$ cat config.mk
export PLATFORM = sky130hd
export DESIGN_NAME = imm_gen_pipe
export DESIGN_NICKNAME = d
export VERILOG_FILES = /design/src/rtl/rv32_pipeline_pkg.sv /design/src/rtl/imm_decode.sv /design/src/rtl/imm_gen_pipe.sv
export SDC_FILE = /design/constraint.sdc
export NUM_CORES = 1
export LEC_CHECK = 0
export BUFFER_PORTS_ARGS = -buffer_cell sky130_fd_sc_hd__buf_2
export CORE_MARGIN = 2
export CORE_UTILIZATION = 60
export CTS_CLUSTER_SIZE = 40
export DETAILED_ROUTE_END_ITERATION = 10
export PLACE_DENSITY_LB_ADDON = 0.2
export SETUP_SLACK_MARGIN = 0.1
export SLEW_MARGIN = 20
export SYNTH_ARGS = -nofsm -noshare
export SYNTH_HDL_FRONTEND = slang
export SYNTH_SLANG_ARGS = --single-unit
$ cat constraint.sdc
create_clock -name clk -period 10.75 [get_ports clk]
set_input_delay 1.6125 -clock clk [delete_from_list [all_inputs] [get_ports clk]]
set_output_delay 1.6125 -clock clk [all_outputs]
set_load 0.005 [all_outputs]
$ cat src/rtl/rv32_pipeline_pkg.sv
// Shared decode-stage types: immediate format selects and elastic-buffer states.
// Optional macro IMM_RVC_EN adds the compressed formats CI, CB and CJ.
package rv32_pipeline_pkg;

  localparam int unsigned INSTR_W = 32;
  localparam int unsigned SEL_W   = 4;

  // Immediate format select; codes not listed here decode as illegal.
  typedef enum logic [SEL_W-1:0] {
    I_TYPE  = 4'd0,
    S_TYPE  = 4'd1,
    B_TYPE  = 4'd2,
    U_TYPE  = 4'd3,
    J_TYPE  = 4'd4,
    Z_TYPE  = 4'd5
`ifdef IMM_RVC_EN
    ,
    CI_TYPE = 4'd6,
    CB_TYPE = 4'd7,
    CJ_TYPE = 4'd8
`endif
  } IMMEDIATE_SELECT;

  // Occupancy of the two-entry elastic buffer.
  typedef enum logic [1:0] {
    BUF_EMPTY = 2'd0,
    BUF_ONE   = 2'd1,
    BUF_TWO   = 2'd2
  } buf_state_e;

endpackage

$ cat src/rtl/imm_decode.sv
// Combinational immediate extraction for one instruction word.
// Ports: instr_i   raw instruction (compressed forms in [15:0])
//        sel_i     immediate format select
//        imm_c_o   XLEN-wide extended immediate (0 when illegal)
//        illegal_c_o  sel_i is not a supported format
// Macro IMM_RVC_EN enables the CI/CB/CJ compressed formats.
module imm_decode
  import rv32_pipeline_pkg::*;
#(
  parameter int unsigned XLEN = 32
) (
  input  logic [INSTR_W-1:0] instr_i,
  input  IMMEDIATE_SELECT    sel_i,
  output logic [XLEN-1:0]    imm_c_o,
  output logic               illegal_c_o
);

  // Every format is first built as a 32-bit sign-extended value, then widened.
  logic [31:0] raw32;
  logic        s;

  assign s = instr_i[31];

  always_comb begin
    raw32       = '0;
    illegal_c_o = 1'b0;
    case (sel_i)
      I_TYPE:  raw32 = {{20{s}}, instr_i[31:20]};
      S_TYPE:  raw32 = {{20{s}}, instr_i[31:25], instr_i[11:7]};
      B_TYPE:  raw32 = {{19{s}}, instr_i[31], instr_i[7], instr_i[30:25],
                        instr_i[11:8], 1'b0};
      U_TYPE:  raw32 = {instr_i[31:12], 12'b0};
      J_TYPE:  raw32 = {{11{s}}, instr_i[31], instr_i[19:12], instr_i[20],
                        instr_i[30:21], 1'b0};
      // Bit 31 is zero, so the widening below leaves it zero-extended.
      Z_TYPE:  raw32 = {27'b0, instr_i[19:15]};
`ifdef IMM_RVC_EN
      CI_TYPE: raw32 = {{26{instr_i[12]}}, instr_i[12], instr_i[6:2]};
      CB_TYPE: raw32 = {{23{instr_i[12]}}, instr_i[12], instr_i[6:5], instr_i[2],
                        instr_i[11:10], instr_i[4:3], 1'b0};
      CJ_TYPE: raw32 = {{20{instr_i[12]}}, instr_i[12], instr_i[8], instr_i[10:9],
                        instr_i[6], instr_i[7], instr_i[2], instr_i[11],
                        instr_i[5:3], 1'b0};
`endif
      default: begin
        raw32       = '0;
        illegal_c_o = 1'b1;
      end
    endcase
  end

  assign imm_c_o = XLEN'($signed(raw32));

`ifndef IMM_RVC_EN
  // Opcode bits only feed the compressed formats.
  logic unused_opcode;
  assign unused_opcode = ^instr_i[6:0];
`endif

endmodule

$ cat src/rtl/imm_gen_pipe.sv
// Registered immediate generator with a two-entry elastic buffer.
// Ports: clk, rst_n (sync, active-low), flush
//        in_valid/in_ready, in_instr, in_sel, in_pc   upstream side
//        out_valid/out_ready, out_imm, out_target, out_illegal   downstream side
// Macro IMM_RVC_EN enables the compressed immediate formats in imm_decode.
module imm_gen_pipe
  import rv32_pipeline_pkg::*;
#(
  parameter int unsigned XLEN = 32
) (
  input  logic               clk,
  input  logic               rst_n,
  input  logic               flush,
  input  logic               in_valid,
  output logic               in_ready,
  input  logic [INSTR_W-1:0] in_instr,
  input  IMMEDIATE_SELECT    in_sel,
  input  logic [XLEN-1:0]    in_pc,
  output logic               out_valid,
  input  logic               out_ready,
  output logic [XLEN-1:0]    out_imm,
  output logic [XLEN-1:0]    out_target,
  output logic               out_illegal
);

  // Buffered decode result; fields are XLEN-wide so the struct is local.
  typedef struct packed {
    logic [XLEN-1:0] imm;
    logic [XLEN-1:0] target;
    logic            illegal;
  } imm_entry_t;

  logic [XLEN-1:0] dec_imm;
  logic            dec_illegal;
  imm_entry_t      dec_entry;

  imm_decode #(.XLEN(XLEN)) u_decode (
    .instr_i     (in_instr),
    .sel_i       (in_sel),
    .imm_c_o     (dec_imm),
    .illegal_c_o (dec_illegal)
  );

  assign dec_entry = '{imm: dec_imm, target: in_pc + dec_imm, illegal: dec_illegal};

  buf_state_e state_q, state_d;
  imm_entry_t head_q, head_d;
  imm_entry_t skid_q, skid_d;
  logic       in_ready_q, in_ready_d;
  logic       out_valid_q, out_valid_d;
  logic       push, pop;

  assign push = in_valid && in_ready_q;
  assign pop  = out_valid_q && out_ready;

  // State register.
  always_ff @(posedge clk) begin
    if (!rst_n) begin
      state_q     <= BUF_EMPTY;
      head_q      <= '0;
      skid_q      <= '0;
      in_ready_q  <= 1'b0;
      out_valid_q <= 1'b0;
    end else begin
      state_q     <= state_d;
      head_q      <= head_d;
      skid_q      <= skid_d;
      in_ready_q  <= in_ready_d;
      out_valid_q <= out_valid_d;
    end
  end

  // Next-state: head is always the oldest entry; skid only fills when head is held.
  always_comb begin
    state_d = state_q;
    head_d  = head_q;
    skid_d  = skid_q;
    if (flush) begin
      state_d = BUF_EMPTY;
    end else begin
      case (state_q)
        BUF_EMPTY: begin
          if (push) begin
            head_d  = dec_entry;
            state_d = BUF_ONE;
          end
        end
        BUF_ONE: begin
          if (push && pop) begin
            head_d = dec_entry;
          end else if (push) begin
            skid_d  = dec_entry;
            state_d = BUF_TWO;
          end else if (pop) begin
            state_d = BUF_EMPTY;
          end
        end
        BUF_TWO: begin
          // in_ready is low here, so no push can coincide with the pop.
          if (pop) begin
            head_d  = skid_q;
            state_d = BUF_ONE;
          end
        end
        default: state_d = BUF_EMPTY;
      endcase
    end
    in_ready_d  = (state_d != BUF_TWO);
    out_valid_d = (state_d != BUF_EMPTY);
  end

  assign in_ready    = in_ready_q;
  assign out_valid   = out_valid_q;
  assign out_imm     = head_q.imm;
  assign out_target  = head_q.target;
  assign out_illegal = head_q.illegal;

endmodule

# After elaboration in Yosys (flattened, before gate mapping)
# Cells that the tools add are included.
[op_classes] magnitude_cmp=0 n_reduce_logical=10 addsub=1 mul=0 n_mux=13 n_eq_ne=11 n_bitwise=2 n_div=0 n_shift=0
[ops] operator="65-bit 2-to-1 mux" n=3
[ops] operator="65-bit case mux with 3 select lines" n=1
[ops] operator="32-bit case mux with 6 select lines" n=1
[ops] operator="32-bit adder" n=1
[ops] operator="2-bit 2-to-1 mux" n=6
[ops] operator="4-bit by 2-bit equality test with 1-bit output, second input constant" n=2
[ops] operator="4-bit by 3-bit equality test with 1-bit output, second input constant" n=2
[ops] operator="2-bit inequality test, second input constant" n=4
[ops] operator="2-bit case mux with 3 select lines" n=1
[ops] operator="6-bit OR reduction" n=1
[ops] operator="5-bit AND reduction" n=1
[ops] operator="4-bit by 1-bit equality test with 1-bit output, second input constant" n=1
[ops] operator="4-bit logical NOT" n=1
[ops] operator="4-bit AND reduction" n=1
[ops] operator="1-bit logical AND" n=3
[ops] operator="3-bit nonzero test" n=1
[ops] operator="2-bit by 1-bit equality test with 1-bit output, second input constant" n=1
[ops] operator="2-bit equality test, second input constant" n=1
[ops] operator="2-bit logical NOT" n=1
[ops] operator="1-bit NOT" n=2
[ops] operator="2-bit nonzero test" n=1
[ops] operator="1-bit 2-to-1 mux" n=1
[word_totals] register_bits=134 ramBits=0 out_inout_bits=67 latchBits=0 romBits=0 n_memories=0 elab_cells=46

# Depth between registers and ports, before layout
[logic_depth] ltp_word=7 ltp_mapped=17 ltp_nobuf=15

# Hierarchy
# A second synthesis with hierarchy kept.
[unflattened] cells_unflattened=1005 hier_area_um2=7578.5
[modules_own_cells] module="imm_gen_pipe" instances=1 seq_area_each_um2=2682.6 cells_each=939 area_each_um2=7119.3
[modules_own_cells] module="imm_decode" instances=1 seq_area_each_um2=0.0 cells_each=66 area_each_um2=459.2

# Worst setup path after synthesis
# No wires, ideal clock.
[synth_path] path_kind="in2reg" startpoint="input port in_sel[0]" endpoint="register head_q, in the netlist out_target[30]" required_time_ns=10.625 slack_ns=6.126 setup_ns=0.125 cell_stages=15 t_arrival_ns=4.499 path_cell_list="clkbuf_1 > maj3_1 > nor3_1 > clkbuf_1 > a21oi_1 > inv_1 > ha_1 > a21o_1 > a21o_1 > a2111oi_0 > nor4_1 > a211oi_1 > o31a_1 > or2_1 > a31oi_1"
[synth_rtl] item="from (decl)" line="imm_gen_pipe.sv:17" rtl="input IMMEDIATE_SELECT in_sel,"
[synth_rtl] item="to (signal assigned)" line="imm_gen_pipe.sv:60" rtl="head_q <= '0;"
[synth_rtl] item="to (signal assigned)" line="imm_gen_pipe.sv:66" rtl="head_q <= head_d;"
[synth_rtl] item="to (decl)" line="imm_gen_pipe.sv:47" rtl="imm_entry_t head_q, head_d;"

==> results.md <==
- Status: finished clean
- GPL Wtd Cong: 0.941
- Least-Margin Pin Slew: around 1.1 ns
- Slowest-stage cell, CP: nor3_1
- Final Cycle Share: 47.1%
- Max incr delay on CP: 0.82 ns
- Yosys top cell area share: 36.3%
- Worst path cell trace: buf_2 -> nand2_1 -> nor3_1 -> a21oi_1 -> inv_1 -> ha_1 -> a21o_1 -> a21o_1 -> a2111oi_0 -> nor4_1 -> a211oi_1 -> o31a_1 -> or2_1 -> a31oi_1
- Seq cells post-synth: ~130
- Highest attainable clock frequency: slightly below 200 MHz
- Static leakage: between 3 and 4 nW
- CTS root buf: clkbuf_16
- Die Y: 115 µm
- Wirelength, routed: roughly 20000 µm
- # clock sinks: between 100 and 150
- Commonest non-fill, non-tap cell in the layout: nand2_1
- Worst path most repeated cell: a21o_1
- Slew headroom: between 20% and 30%
- Drt drc: 0
- Htree depth: 4
- Die W: around 110 µm
- Post-synth ARST share: 0%
- Power Total: 1.26 mW
- DP HPWL: 14300 µm
- Min Clock Period, post-route: 5.06 ns
- CTS Buf Count: 17
- Crit-path max FO: 11
- Kind of critical path: in -> reg
- Max Slew Vio Count: 0
- Die area: between 10000 and 15000 µm²
- # fillers: 997
- CTS tree: yes
- Io pins: 140
- Crit path capture type: flip-flop
- RSZ-0062 raised after global routing: no
- Synth cell types: 64
- Nets: ~1200
- Max Cap Viol: 0
- IO Port Bufs: 132
- Vias in the first global route: ~6500
- Post-route ant nets: 0
- Setup bufs post-CTS: 0
- Largest delay share family, worst path: compound AO/OA/AOI/OAI gates
- Power Dens Cells: 147 nW/µm²
- Routed WL per cell: around 17 µm
- Final setup viols: 0
- Core area: 12000 µm²
- Syn nets: roughly 1100
- Hold Path Class: reg -> reg
- Initial core utilization: between 60% and 70%
- Row cnt: 40
- Total GRT Usage: a little under a third
- Global-route wire length before repair: 32900 µm
- Main synth FF type: dfxtp_1
- DRT iter0 DRCs: 661
- Buf+Inv Stages, Crit Path: 2
- Fraction of layout cells with a size suffix above 1: about 18%
- Sequential fraction of the synthesis area: a little over a third
- Required time of the worst setup path: 11.04 ns
- Worst setup SP type: primary input
- Gr ovfl total: 0
- Post-CTS Hold Fix Bufs: 0
- Clock Tree Buf Depth: 2
- Total number of vias: approximately 7300
- Largest net degree at the start of global routing: 96
- Final-report hold violation count: 0
- Post-CTS resize count: 0
- Peak VDD IR: around 0.085 mV
- Skew final: about 0.0065 ns
- Number of synthesized flops with an enable pin: 0
- Area growth syn-to-layout: 15.8%
- Setup TNS: 0 ns
- Yosys warning count: 0
- Number of diodes: 0
- Clock latency on the worst-skew pair: 0.42 ns
- Finished Layout Cells: roughly 1200
- Leading area contributor after synthesis: dfxtp_1
- CTS clock-pin slew for the worst setup and hold paths: 0.06 ns
- Mapped Area: around 7400 µm²
- Highest-count cells in the layout ignoring fill and taps: nand2_1, dfxtp_1, buf_2
- Post-synthesis average cell area: 7.60 µm²
- Initial antenna violation count: 0
- CP arrival: between 5 and 6 ns
- # placed instances: 1182
- Post-Syn Instances: about 970
- Largest cells by area after synthesis: dfxtp_1, a21oi_1, nand2_1, ha_1, nor2_1
- DR vias/cell: ~6.0
- Drt pass-1 iters: 5
-- Yosys cell counts, types with 2 or more instances --
master and count:
nand2_1 153, dfxtp_1 134, a21oi_1 122, nor2_1 101
clkbuf_1 66, a211oi_1 40, o21ai_0 38, ha_1 31
inv_1 31, o211ai_1 25, nand3_1 21, a21o_1 18
xnor2_1 18, nor3_1 16, a311oi_1 14, a31oi_1 11
and2_1 10, nand4_1 9, xor2_1 8, and3_1 7
buf_2 7, o21ai_1 7, or3_1 7, o211a_1 5
a222oi_1 4, mux2i_1 4, nand2b_1 4, o21a_1 4
o21bai_1 4, o221ai_1 4, o22ai_1 4, a21boi_0 3
buf_1 3, or2_2 3, a211o_1 2, a21oi_2 2
a221o_1 2, a221oi_1 2, a41oi_1 2, nand3b_1 2
-- kinds of logic after synthesis --
family / Yosys count / synth area share, %
buf+inv: 107 / 5.56
fa+ha+maj: 33 / 5.66
simple gates: 340 / 19.8
compound gates: 326 / 28.7
xor+xnor: 27 / 3.30
flops: 134 / 36.3
mux: 5 / 0.695
-- worst paths after layout --
kind	startpoint	endpoint	slack [ns]	depth (start not counted)
max	in_sel[1]	out_target[30]	5.69	14
min	out_imm[22]	out_imm[22]	0.44	2
max reg2reg	in_ready	skid_q[20]	8.52	6
min reg2reg	out_imm[22]	out_imm[22]	0.44	2
-- where the power goes --
part | internal [mW] | switching (mW) | leakage [nW] | total (mW)
sequential | 0.509 | 0.00615 | 1.09 | 0.515
clock | 0.326 | 0.209 | 0.266 | 0.535
combinational | 0.0773 | 0.130 | 2.49 | 0.207
total | 0.913 | 0.344 | 3.85 | 1.26
-- state kept, by name (all words and copies together), names as in the netlist --
| name | flops |
|---|---|
| skid_q | 65 |
| out_imm | 32 |
| out_target | 32 |
| state_q | 2 |
| in_ready | 1 |
| out_illegal | 1 |
| out_valid | 1 |
-- area by class of cell --
cell class	instances	area (µm²)	share of cell area, %
clock buffer	22	464	5.43
clock inverter	9	78.8	0.921
inverter	31	116	1.36
multi-input combinational	731	4320	50.4
sequential	134	2680	31.4
tap	147	184	2.15
timing repair buffer	139	713	8.34
-- per-stage QoR --
stage | setup slack [ns] | hold slack [ns] | area [µm²] | util (%)
floorplan | 6.13 | 0.432 | 7380 | -
detailed placement | 5.19 | 0.442 | 8010 | 66.7
CTS | 5.62 | 0.448 | 8550 | 71.2
global placement | 5.29 | 0.438 | 8010 | 66.7
finish | 5.69 | 0.444 | 8550 | 71.2
global route | 5.34 | 0.464 | 8550 | 71.2
-- metal layers --
layer  share of wire [%]  vias to the layer above  GRT usage [%]
li1                    -                     3623              -
met1                  45                     3363           45.6
met2                  44                      316           47.3
met3                 8.8                       31           7.06
met4                 1.9                        0           9.40
met5                   0                        -              0
-- tightest hold or removal path, stage by stage, from the launching register on --
cell     delay [ns]
dfxtp_1        0.30
nand2_1        0.05
a21oi_1        0.05
No activity file was read; power rests on OpenSTA's default activity.
